--- src/rtl/pipe_stage_reg_if.sv ---
// Handshake bundle between an upstream stage, the inter-stage register and
// the downstream stage. The register itself takes the slave view; whatever
// drives the upstream bus and the downstream accept takes the master view.
interface pipe_stage_reg_if #(
  parameter int DATA_W = 64,
  parameter int CNT_W  = 16
);

  // upstream side
  logic              up_valid;
  logic              up_ready_go;
  logic [DATA_W-1:0] up_data;
  logic              allow_in;

  // downstream side
  logic              dn_valid;
  logic [DATA_W-1:0] dn_data;
  logic              dn_accept;

  // control and observation
  logic              flush;
  logic [1:0]        occ;
  logic [CNT_W-1:0]  stall_cnt;

  modport master (
    output up_valid,
    output up_ready_go,
    output up_data,
    output dn_accept,
    output flush,
    input  allow_in,
    input  dn_valid,
    input  dn_data,
    input  occ,
    input  stall_cnt
  );

  modport slave (
    input  up_valid,
    input  up_ready_go,
    input  up_data,
    input  dn_accept,
    input  flush,
    output allow_in,
    output dn_valid,
    output dn_data,
    output occ,
    output stall_cnt
  );

endinterface

--- src/rtl/pipe_stage_reg.sv ---
// Generic inter-stage pipeline register.
// SKID=0: one entry, allow_in is a combinational function of the held valid
//         bit and the downstream accept (classic CPU stage register).
// SKID=1: two-entry skid buffer; allow_in comes straight from a flop so the
//         allow_in chain back through the pipeline is broken at this stage.
// Both modes: one-cycle push-to-dn_valid latency, flush drops every held
// entry, and a saturating counter records cycles the head waited downstream.
module pipe_stage_reg #(
  parameter int DATA_W = 64,
  parameter int SKID   = 0,
  parameter int CNT_W  = 16
) (
  input  logic            clk,
  input  logic            reset,
  pipe_stage_reg_if.slave bus
);

  // Number of valid entries described by a pair of valid bits.
  function automatic logic [1:0] occ_count(input logic head_v, input logic skid_v);
    return {1'b0, head_v} + {1'b0, skid_v};
  endfunction

  logic              allow_s;
  logic              dn_valid_s;
  logic [DATA_W-1:0] dn_data_s;
  logic [1:0]        occ_s;
  logic              stall_s;
  logic [CNT_W-1:0]  stall_cnt_r;

  // The head is presented but downstream did not take it this cycle.
  assign stall_s = dn_valid_s & ~bus.dn_accept;

  // Saturating stall counter; only reset clears it, flush leaves it alone.
  always_ff @(posedge clk) begin
    if (reset) begin
      stall_cnt_r <= {CNT_W{1'b0}};
    end else if (stall_s && (stall_cnt_r != {CNT_W{1'b1}})) begin
      stall_cnt_r <= stall_cnt_r + {{(CNT_W-1){1'b0}}, 1'b1};
    end else begin
      stall_cnt_r <= stall_cnt_r;
    end
  end

  generate
    if (SKID == 0) begin : g_single

      logic              valid_r;
      logic [DATA_W-1:0] data_r;

      // Room exists when nothing is held or the held entry leaves this cycle.
      assign allow_s = ~valid_r | bus.dn_accept;

      // Single entry: load (or take a bubble) whenever allowed, else hold.
      always_ff @(posedge clk) begin
        if (reset) begin
          valid_r <= 1'b0;
          data_r  <= {DATA_W{1'b0}};
        end else if (bus.flush) begin
          valid_r <= 1'b0;
          data_r  <= data_r;
        end else if (allow_s) begin
          valid_r <= bus.up_valid & bus.up_ready_go;
          if (bus.up_ready_go) begin
            data_r <= bus.up_data;
          end else begin
            data_r <= data_r;
          end
        end else begin
          valid_r <= valid_r;
          data_r  <= data_r;
        end
      end

      assign dn_valid_s = valid_r;
      assign dn_data_s  = data_r;
      assign occ_s      = occ_count(valid_r, 1'b0);

    end else begin : g_skid

      typedef enum logic [1:0] {
        ST_EMPTY = 2'd0,
        ST_ONE   = 2'd1,
        ST_TWO   = 2'd2
      } state_t;

      state_t            state_r;
      state_t            state_s;
      logic [DATA_W-1:0] head_r;
      logic [DATA_W-1:0] head_s;
      logic [DATA_W-1:0] skid_r;
      logic [DATA_W-1:0] skid_s;
      logic              allow_r;
      logic              dn_valid_r;
      logic [1:0]        occ_r;
      logic              push_s;
      logic              pop_s;

      // Bubbles never push, so they never occupy storage.
      assign push_s = bus.up_valid & bus.up_ready_go & allow_r;
      assign pop_s  = dn_valid_r & bus.dn_accept;

      // Next-state and data-path selection; oldest entry always sits in head.
      always_comb begin
        state_s = state_r;
        head_s  = head_r;
        skid_s  = skid_r;
        if (bus.flush) begin
          state_s = ST_EMPTY;
        end else begin
          case (state_r)
            ST_EMPTY: begin
              if (push_s) begin
                head_s  = bus.up_data;
                state_s = ST_ONE;
              end else begin
                state_s = ST_EMPTY;
              end
            end
            ST_ONE: begin
              if (push_s && pop_s) begin
                head_s  = bus.up_data;
                state_s = ST_ONE;
              end else if (push_s) begin
                skid_s  = bus.up_data;
                state_s = ST_TWO;
              end else if (pop_s) begin
                state_s = ST_EMPTY;
              end else begin
                state_s = ST_ONE;
              end
            end
            ST_TWO: begin
              if (pop_s) begin
                head_s  = skid_r;
                state_s = ST_ONE;
              end else begin
                state_s = ST_TWO;
              end
            end
            default: begin
              state_s = ST_EMPTY;
            end
          endcase
        end
      end

      // State, storage and registered outputs all derive from the next state,
      // so dn_valid, occ and allow_in stay consistent with the held entries.
      always_ff @(posedge clk) begin
        if (reset) begin
          state_r    <= ST_EMPTY;
          head_r     <= {DATA_W{1'b0}};
          skid_r     <= {DATA_W{1'b0}};
          allow_r    <= 1'b1;
          dn_valid_r <= 1'b0;
          occ_r      <= 2'd0;
        end else begin
          state_r    <= state_s;
          head_r     <= head_s;
          skid_r     <= skid_s;
          allow_r    <= (state_s != ST_TWO);
          dn_valid_r <= (state_s != ST_EMPTY);
          occ_r      <= occ_count(state_s != ST_EMPTY, state_s == ST_TWO);
        end
      end

      assign allow_s    = allow_r;
      assign dn_valid_s = dn_valid_r;
      assign dn_data_s  = head_r;
      assign occ_s      = occ_r;

    end
  endgenerate

  assign bus.allow_in  = allow_s;
  assign bus.dn_valid  = dn_valid_s;
  assign bus.dn_data   = dn_data_s;
  assign bus.occ       = occ_s;
  assign bus.stall_cnt = stall_cnt_r;

endmodule

--- src/flat_wrapper.sv ---
// flat-port wrapper written by rule: the top's interface ports become plain ports
module pipe_stage_reg_flat 
#(
  parameter int DATA_W = 64,
  parameter int SKID   = 0,
  parameter int CNT_W  = 16
)
  (clk, reset, bus_up_valid, bus_up_ready_go, bus_up_data, bus_dn_accept, bus_flush, bus_allow_in, bus_dn_valid, bus_dn_data, bus_occ, bus_stall_cnt);
  pipe_stage_reg_if #(.DATA_W(DATA_W), .CNT_W(CNT_W)) bus_i ();
  input  logic clk;
  input  logic reset;
  input wire logic [$bits(bus_i.up_valid)-1:0] bus_up_valid;
  input wire logic [$bits(bus_i.up_ready_go)-1:0] bus_up_ready_go;
  input wire logic [$bits(bus_i.up_data)-1:0] bus_up_data;
  input wire logic [$bits(bus_i.dn_accept)-1:0] bus_dn_accept;
  input wire logic [$bits(bus_i.flush)-1:0] bus_flush;
  output wire logic [$bits(bus_i.allow_in)-1:0] bus_allow_in;
  output wire logic [$bits(bus_i.dn_valid)-1:0] bus_dn_valid;
  output wire logic [$bits(bus_i.dn_data)-1:0] bus_dn_data;
  output wire logic [$bits(bus_i.occ)-1:0] bus_occ;
  output wire logic [$bits(bus_i.stall_cnt)-1:0] bus_stall_cnt;
  assign bus_i.up_valid = bus_up_valid;
  assign bus_i.up_ready_go = bus_up_ready_go;
  assign bus_i.up_data = bus_up_data;
  assign bus_i.dn_accept = bus_dn_accept;
  assign bus_i.flush = bus_flush;
  assign bus_allow_in = bus_i.allow_in;
  assign bus_dn_valid = bus_i.dn_valid;
  assign bus_dn_data = bus_i.dn_data;
  assign bus_occ = bus_i.occ;
  assign bus_stall_cnt = bus_i.stall_cnt;
  pipe_stage_reg #(.DATA_W(DATA_W), .SKID(SKID), .CNT_W(CNT_W)) u_core (.clk(clk), .reset(reset), .bus(bus_i));
endmodule
--- config.mk ---
export PLATFORM = sky130hd
export DESIGN_NAME = pipe_stage_reg_flat
export DESIGN_NICKNAME = d
export VERILOG_FILES = /design/src/rtl/pipe_stage_reg_if.sv /design/src/rtl/pipe_stage_reg.sv /design/src/flat_wrapper.sv
export SDC_FILE = /design/constraint.sdc
export NUM_CORES = 1
export LEC_CHECK = 0
export BUFFER_PORTS_ARGS = -buffer_cell sky130_fd_sc_hd__clkbuf_2
export CAP_MARGIN = 15
export CELL_PAD_IN_SITES_DETAIL_PLACEMENT = 0
export CELL_PAD_IN_SITES_GLOBAL_PLACEMENT = 1
export CORE_MARGIN = 2
export CORE_UTILIZATION = 34
export DETAILED_ROUTE_END_ITERATION = 12
export GPL_TIMING_DRIVEN = 0
export MAX_ROUTING_LAYER = met4
export PLACE_DENSITY = 0.95
export SLEW_MARGIN = 20
export SYNTH_ARGS = -nofsm -noshare
export SYNTH_HDL_FRONTEND = slang
export SYNTH_SLANG_ARGS = --single-unit
--- constraint.sdc ---
create_clock -name clk -period 3.15 [get_ports clk]
set_input_delay 0.63 -clock clk [delete_from_list [all_inputs] [get_ports clk]]
set_output_delay 0.63 -clock clk [all_outputs]
set_load 0.01 [all_outputs]
==> results of run 1 <==
[cell usage in the layout, fill, tap and decap left out, drive strengths merged, types with 4 or more instances in the layout]
cell type / synthesis / final
clkbuf: 15 / 176
o21ai: 5 / 5
nor2: 4 / 4
buf: 11 / 11
nand2: 136 / 136
a21oi: 77 / 77
or4: 4 / 4
o31ai: 5 / 5
dfxtp: 81 / 81
nand4: 4 / 4
or3: 6 / 6
[sequential cells by signal, indices dropped and copies added, names as in the netlist]
| signal | flops |
|---|---|
| u_core.bus.dn_data | 64 |
| u_core.bus.dn_valid | 1 |
| u_core.bus.stall_cnt | 16 |
[worst max-delay path, delay by kind of cell, from the launching register on]
family	cells	cell delay (ns)
AND/OR/NAND/NOR	1	0.34
flip-flops	1	0.40
buffers and inverters	2	0.36
[power groups by stage]
| stage | clock network (W) | registers, W | logic (W) |
|---|---|---|---|
| floorplan | 0 | 0.00112 | 0.0000833 |
| global placement | 0 | 0.00110 | 0.000206 |
| detailed placement | 0 | 0.00111 | 0.000209 |
| CTS | 0.000936 | 0.00108 | 0.000210 |
| global route | 0.000980 | 0.00109 | 0.000232 |
| finish | 0.000908 | 0.00108 | 0.000206 |
[final cells by class]
type / instances / area (sq um) / share of cell area, %
Multi-Input combinational cell: 271 / 1320 / 31.4
Buffer: 26 / 119 / 2.83
Sequential cell: 81 / 1620 / 38.6
Tap cell: 108 / 135 / 3.22
Clock inverter: 6 / 116 / 2.77
Inverter: 2 / 7.51 / 0.179
Timing Repair Buffer: 151 / 756 / 18.0
Clock buffer: 10 / 128 / 3.04
[layer usage]
| metal | vias to the layer above | wire length, um | share of wire, % |
|---|---|---|---|
| met5 | - | 0 | 0 |
| met4 | 0 | 142 | 1.7 |
| met2 | 108 | 3910 | 48 |
| li1 | 1603 | - | - |
| met1 | 1412 | 3660 | 45 |
| met3 | 13 | 490 | 6.0 |
[cells by family after synthesis]
family          Yosys count
simple gates            175
compound gates           91
flops                    81
buf+inv                  28
mux                       2
fa+ha+maj                 1
other cells               1
xor+xnor                  1
[metrics by stage]
step	power [W]	worst slack, ns
2_1_floorplan	0.00121	1.35
3_3_place_gp	0.00131	1.06
3_5_place_dp	0.00132	1.02
4_1_cts	0.00223	1.07
5_1_grt	0.00230	0.982
6_report	0.00220	1.09
[worst max-delay path by stage]
| stage | start | endpoint | slack (ns) | cells past startpoint |
|---|---|---|---|---|
| 4_1_cts | u_core.bus.dn_valid | bus_allow_in | 1.07 | 3 |
| 5_1_grt | u_core.bus.dn_valid | bus_allow_in | 0.98 | 3 |
| 3_5_place_dp | bus_dn_accept | u_core.bus.dn_data[36] | 1.02 | 8 |
| 3_3_place_gp | bus_dn_accept | u_core.bus.dn_data[40] | 1.06 | 8 |
| 2_1_floorplan | bus_dn_accept | u_core.bus.stall_cnt[15] | 1.35 | 4 |
| 6_report | u_core.bus.dn_valid | bus_allow_in | 1.09 | 3 |
==> flow_summary.json, run 1 <==
{
  "status": "finished clean",
  "r2r-end": "u_core.bus.dn_data[41]",
  "clock_power_share_pct": 41.3,
  "dp.cells": 639,
  "async_flop_share_pct": 0,
  "die_h_um": 99.0,
  "drive_gt1_share_pct": 33.1,
  "worst_pin_slew_ns": 0.621,
  "diodes": 0,
  "layout.cells.non_filler": 655,
  "synth_fa_ha_area_share_pct": 0.408,
  "synth_top_area_share_pct": 52.9,
  "globalRouteMet1Util_pct": 21.4,
  "drc": 0,
  "syn_to_final_growth_pct": 37.0,
  "skew_ns": 0.00864,
  "grt_util_met3_pct": 2.84,
  "syn_area_per_cell_sq_um": 8.07,
  "wl_per_cell_um": 12.5,
  "gp_congestion": 0.785,
  "drt_pass1_iterations": 4,
  "synthTopCellsByCount": "nand2_1, dfxtp_1, a21oi_1, clkbuf_1, buf_2",
  "place_area_sq_um": 3960,
  "crit_type": "register to primary output",
  "postLayoutCoreUtil_pct": 48.2,
  "overflow": 0,
  "die_w_um": 99.0,
  "rsz0062_at_grt": "no",
  "tns_ns": 0,
  "endpoint_kind": "primary output",
  "post_cts_resized": 0,
  "crit_slowest_cell": "dfxtp_1",
  "grtUsageTotal_pct": 17.2,
  "grt_pass1_vias": 2985,
  "die-area_sq_um": 9800,
  "hold_slack_ns": 0.458,
  "cts_buffers": 9,
  "synth_xor_xnor_area_share_pct": 0.286,
  "io_buffers": 151,
  "synthFlopType": "dfxtp_1",
  "rows": 34,
  "seqPwrFrac_pct": 49.3,
  "dp_hpwl_um": 6190,
  "hold_viol": 0,
  "hp-class": "register to register",
  "synth_top_family_by_area": "simple AND/OR/NAND/NOR gates",
  "postCtsHoldBufs": 0,
  "vias": 3136,
  "synth_top_cell_by_area": "dfxtp_1",
  "yosysMostFrequentCell": "nand2_1",
  "whs_path_depth": 2,
  "r2r_slack_ns": 1.32,
  "hp-start": "u_core.bus.dn_data[44]",
  "post-cts-setup-buffers": 0,
  "switching_share_pct": 23.5,
  "yosys.area_share.simple_pct": 25.7,
  "fin_nets": 613,
  "worstPathMaxFanout": 7,
  "cts.sinks": 81,
  "grt_use_met2_pct": 28.2,
  "p_per_area_nw_per_um2": 523,
  "drt_iter0_drc": 79,
  "synth_warnings": 0,
  "r2r_start": "u_core.bus.dn_valid",
  "grt_pass1_wl_um": 13500,
  "period_share_pct": 65.5,
  "synthesis.nets": 451,
  "setup_viol": 0,
  "busiest_layer": "met2",
  "synth_cells": 380,
  "start_util_pct": 35.2,
  "synth-seq-cells": 81,
  "p_switching_w": 0.000515,
  "worstPathArrival_ns": 1.43,
  "synth.area.top_cells": "dfxtp_1, nand2_1, a21oi_1",
  "leakagePower_nw": 1.87,
  "peakVddDrop_mv": 0.289,
  "reg2reg_depth": 7,
  "min_to": "u_core.bus.dn_data[44]",
  "cts_root_buf": "clkbuf_8",
  "final_area_sq_um": 4200,
  "antenna_left": 0,
  "synth_compound_area_share_pct": 15.7,
  "clkLatencyLatePin_ns": 0.34,
  "wl_um": 8200,
  "grt_max_degree": 15,
  "period_minus_slack_ns": 2.06,
  "startpoint_type": "register",
  "cts_tree": "done",
  "core_sq_um": 8720,
  "netlist_area_sq_um": 3070,
  "grt_antenna_before_repair": 0,
  "max_stage_delay_ns": 0.40,
  "synth_seq_area_share_pct": 52.9,
  "muxShareOfSynthArea_pct": 0.694,
  "ctsHtreeMaxLevel": 3,
  "synth_edf_count": 0,
  "critPathRequiredTime_ns": 2.52,
  "path_clk_slew_ns": 0.08,
  "io-pin-count": 154,
  "detail_route.vias_per_cell": 4.79,
  "synth.distinct_cells": 36,
  "clock_path_buffers": 2,
  "fmax_mhz": 484,
  "pwr-share-comb_pct": 9.4,
  "finalMaxSlewViolations": 0,
  "worstPathCellList": "nor2b_1 -> inv_1 -> clkbuf_2",
  "p_int_w": 0.00168,
  "fillers": 853,
  "slew_headroom_pct": 58.6,
  "maxCapViolations": 0
}
(Power assumes the default switching activity.)
==> inputs of run 2 (changes only) <==
Settings changed: ABC_AREA set to 1, CORE_UTILIZATION 34 to 31, PLACE_DENSITY 0.95 to 0.91.
Clock period 3.15 ns to 1.9 ns, I/O delays scaled along.
==> run 2 against run 1 <==
Clock-buffer cell count stayed put. Critical path depth up 4. Non-clock buffer count did not move. First-iteration DRC count increased by 94%. Cell count rose by 14%. Cell area increased by 4.5%. Clock skew grew 0.00086 ns. Largest cell class unchanged. Largest power group unchanged.
==> flow_summary.json, run 2 <==
{
  "synth_top_cell_by_area": "dfxtp_1",
  "grt_antenna_before_repair": 0,
  "start_util_pct": 31.6,
  "fin_nets": 679,
  "yosysMostFrequentCell": "nor2_1",
  "worstPathMaxFanout": 10,
  "power_w": 0.00371,
  "r2r_start": "u_core.bus.stall_cnt[0]",
  "wl_um": 9070,
  "drive_gt1_share_pct": 32.8,
  "cts_tree": "done",
  "setup_viol": 0,
  "hold_viol": 0,
  "layout_commonest_cell": "nor2_1",
  "crit_type": "register to register",
  "period_share_pct": 80.6,
  "post_cts_resized": 0,
  "cts.sinks": 81,
  "synth_warnings": 0,
  "detail_route.vias_per_cell": 4.51,
  "p_per_area_nw_per_um2": 845,
  "worstPathCellList": "ha_1 -> nand3_2 -> inv_2 -> nand4_4 -> buf_6 -> a21oi_1 -> nor2_1",
  "postCtsHoldBufs": 0,
  "die-area_sq_um": 11300,
  "rows": 37,
  "worstPathArrival_ns": 1.77,
  "grt_max_degree": 15,
  "grt_pass1_vias": 3238,
  "rsz0062_at_grt": "no",
  "gp_congestion": 0.931,
  "dp_hpwl_um": 7010,
  "crit_slowest_cell": "dfxtp_1",
  "clkLatencyLatePin_ns": 0.35,
  "tns_ns": 0,
  "core_sq_um": 10200,
  "io_buffers": 152,
  "synth_cells": 445,
  "mostFrequentLayoutCells": "nor2_1, clkbuf_2, dfxtp_1, o21ai_0, nand2_1",
  "synthFlopType": "dfxtp_1",
  "fillers": 1096,
  "syn_to_final_growth_pct": 35.9,
  "endpoint_kind": "register",
  "maxCapViolations": 0,
  "status": "finished clean",
  "overflow": 0,
  "wl_per_cell_um": 12.1,
  "diodes": 0,
  "synth_top_area_share_pct": 50.2,
  "peakVddDrop_mv": 0.412,
  "cp-startpoint": "u_core.bus.stall_cnt[0]",
  "drt_iter0_drc": 153,
  "cts_buffers": 9,
  "synth.area.top_cells": "dfxtp_1, nor2_1, o21ai_0",
  "synth.distinct_cells": 24,
  "skew_ns": 0.00950,
  "synth_seq_area_share_pct": 50.2,
  "synth_edf_count": 0,
  "syn_area_per_cell_sq_um": 7.26,
  "leakagePower_nw": 2.11,
  "netlist_area_sq_um": 3230,
  "cts_root_buf": "clkbuf_8",
  "fmax_mhz": 653,
  "die_w_um": 106,
  "vias": 3380,
  "hp-class": "input port to register",
  "critPathRequiredTime_ns": 2.14,
  "synthTopCellsByCount": "nor2_1, dfxtp_1, o21ai_0, nand2_1, inv_1",
  "async_flop_share_pct": 0,
  "path_clk_slew_ns": 0.08,
  "ctsHtreeMaxLevel": 3,
  "die_h_um": 106,
  "drt_pass1_iterations": 4,
  "hp-start": "bus_flush",
  "largest_reg_flops": 64,
  "synthesis.nets": 516,
  "synth-seq-cells": 81,
  "post-cts-setup-buffers": 0,
  "period_minus_slack_ns": 1.53,
  "finalMaxSlewViolations": 0,
  "startpoint_type": "register",
  "grtUsageTotal_pct": 16.9,
  "drc": 0,
  "io-pin-count": 154,
  "clock_path_buffers": 2,
  "max_stage_delay_ns": 0.40,
  "antenna_left": 0,
  "grt_pass1_wl_um": 14800
}
==> run 2: logic make-up (layout without fill, tap and decap cells) <==
kind of cell | after synthesis | count (layout) | share of synthesized area, %
fa+ha+maj | 1 | 1 | 0.387
simple gates | 238 | 238 | 30.6
buf+inv | 46 | 214 | 6.66
compound gates | 78 | 78 | 12.1
other cells | 1 | 1 | 0.116
flops | 81 | 81 | 50.2
==> run 2: layout make-up <==
cell class / instances / area (sq um) / area share [%]
Sequential cell: 81 / 1620 / 36.9
Multi-Input combinational cell: 318 / 1400 / 31.8
Timing Repair Buffer: 152 / 761 / 17.3
Tap cell: 136 / 170 / 3.87
Clock buffer: 10 / 138 / 3.13
Buffer: 25 / 136 / 3.11
Clock inverter: 6 / 91.3 / 2.08
Inverter: 21 / 78.8 / 1.79
==> run 2: worst paths after layout <==
path,end,slack (ns),depth (start not counted)
hold / removal,u_core.bus.dn_valid,0.21,2
setup reg to reg,u_core.bus.stall_cnt[15],0.37,7
setup / recovery,u_core.bus.stall_cnt[15],0.37,7
hold reg to reg,u_core.bus.dn_data[15],0.48,2
==> run 2: through the flow <==
step           area [sq um]  setup WS, ns  std cells  hold slack (ns)  utilization, %
6_report               4390         0.369        749            0.206            42.9
3_5_place_dp           4160         0.323        733            0.471            40.7
2_1_floorplan          3230         0.492        445            0.452               -
4_1_cts                4390         0.370        749            0.195            42.9
3_3_place_gp           4160         0.353        733            0.464            40.7
5_1_grt                4390         0.204        749            0.206            42.9
==> run 2: power breakdown <==
part           total, W  internal [W]  switching (W)
logic          0.000441      0.000193       0.000248
registers       0.00184       0.00179      0.0000481
clock network   0.00143      0.000781       0.000653
total           0.00371       0.00276       0.000949
==> run 2: metal layers <==
layer  vias up  track usage (%)  wire length [um]
li1       1734                -                 -
met1      1531             19.5              3920
met2       103             28.6              4400
met3        12             4.66               623
met4         0             5.08               125
met5         -                -                 0
==> run 2: worst max-delay path: cells and delay by family (launching register included) <==
kind | cells | cell delay [ns]
AOI/OAI and AO/OA | 1 | 0.14
and+or+nand+nor | 3 | 0.37
buffers and inverters | 2 | 0.31
DFF | 1 | 0.40
adders and majority gates | 1 | 0.20
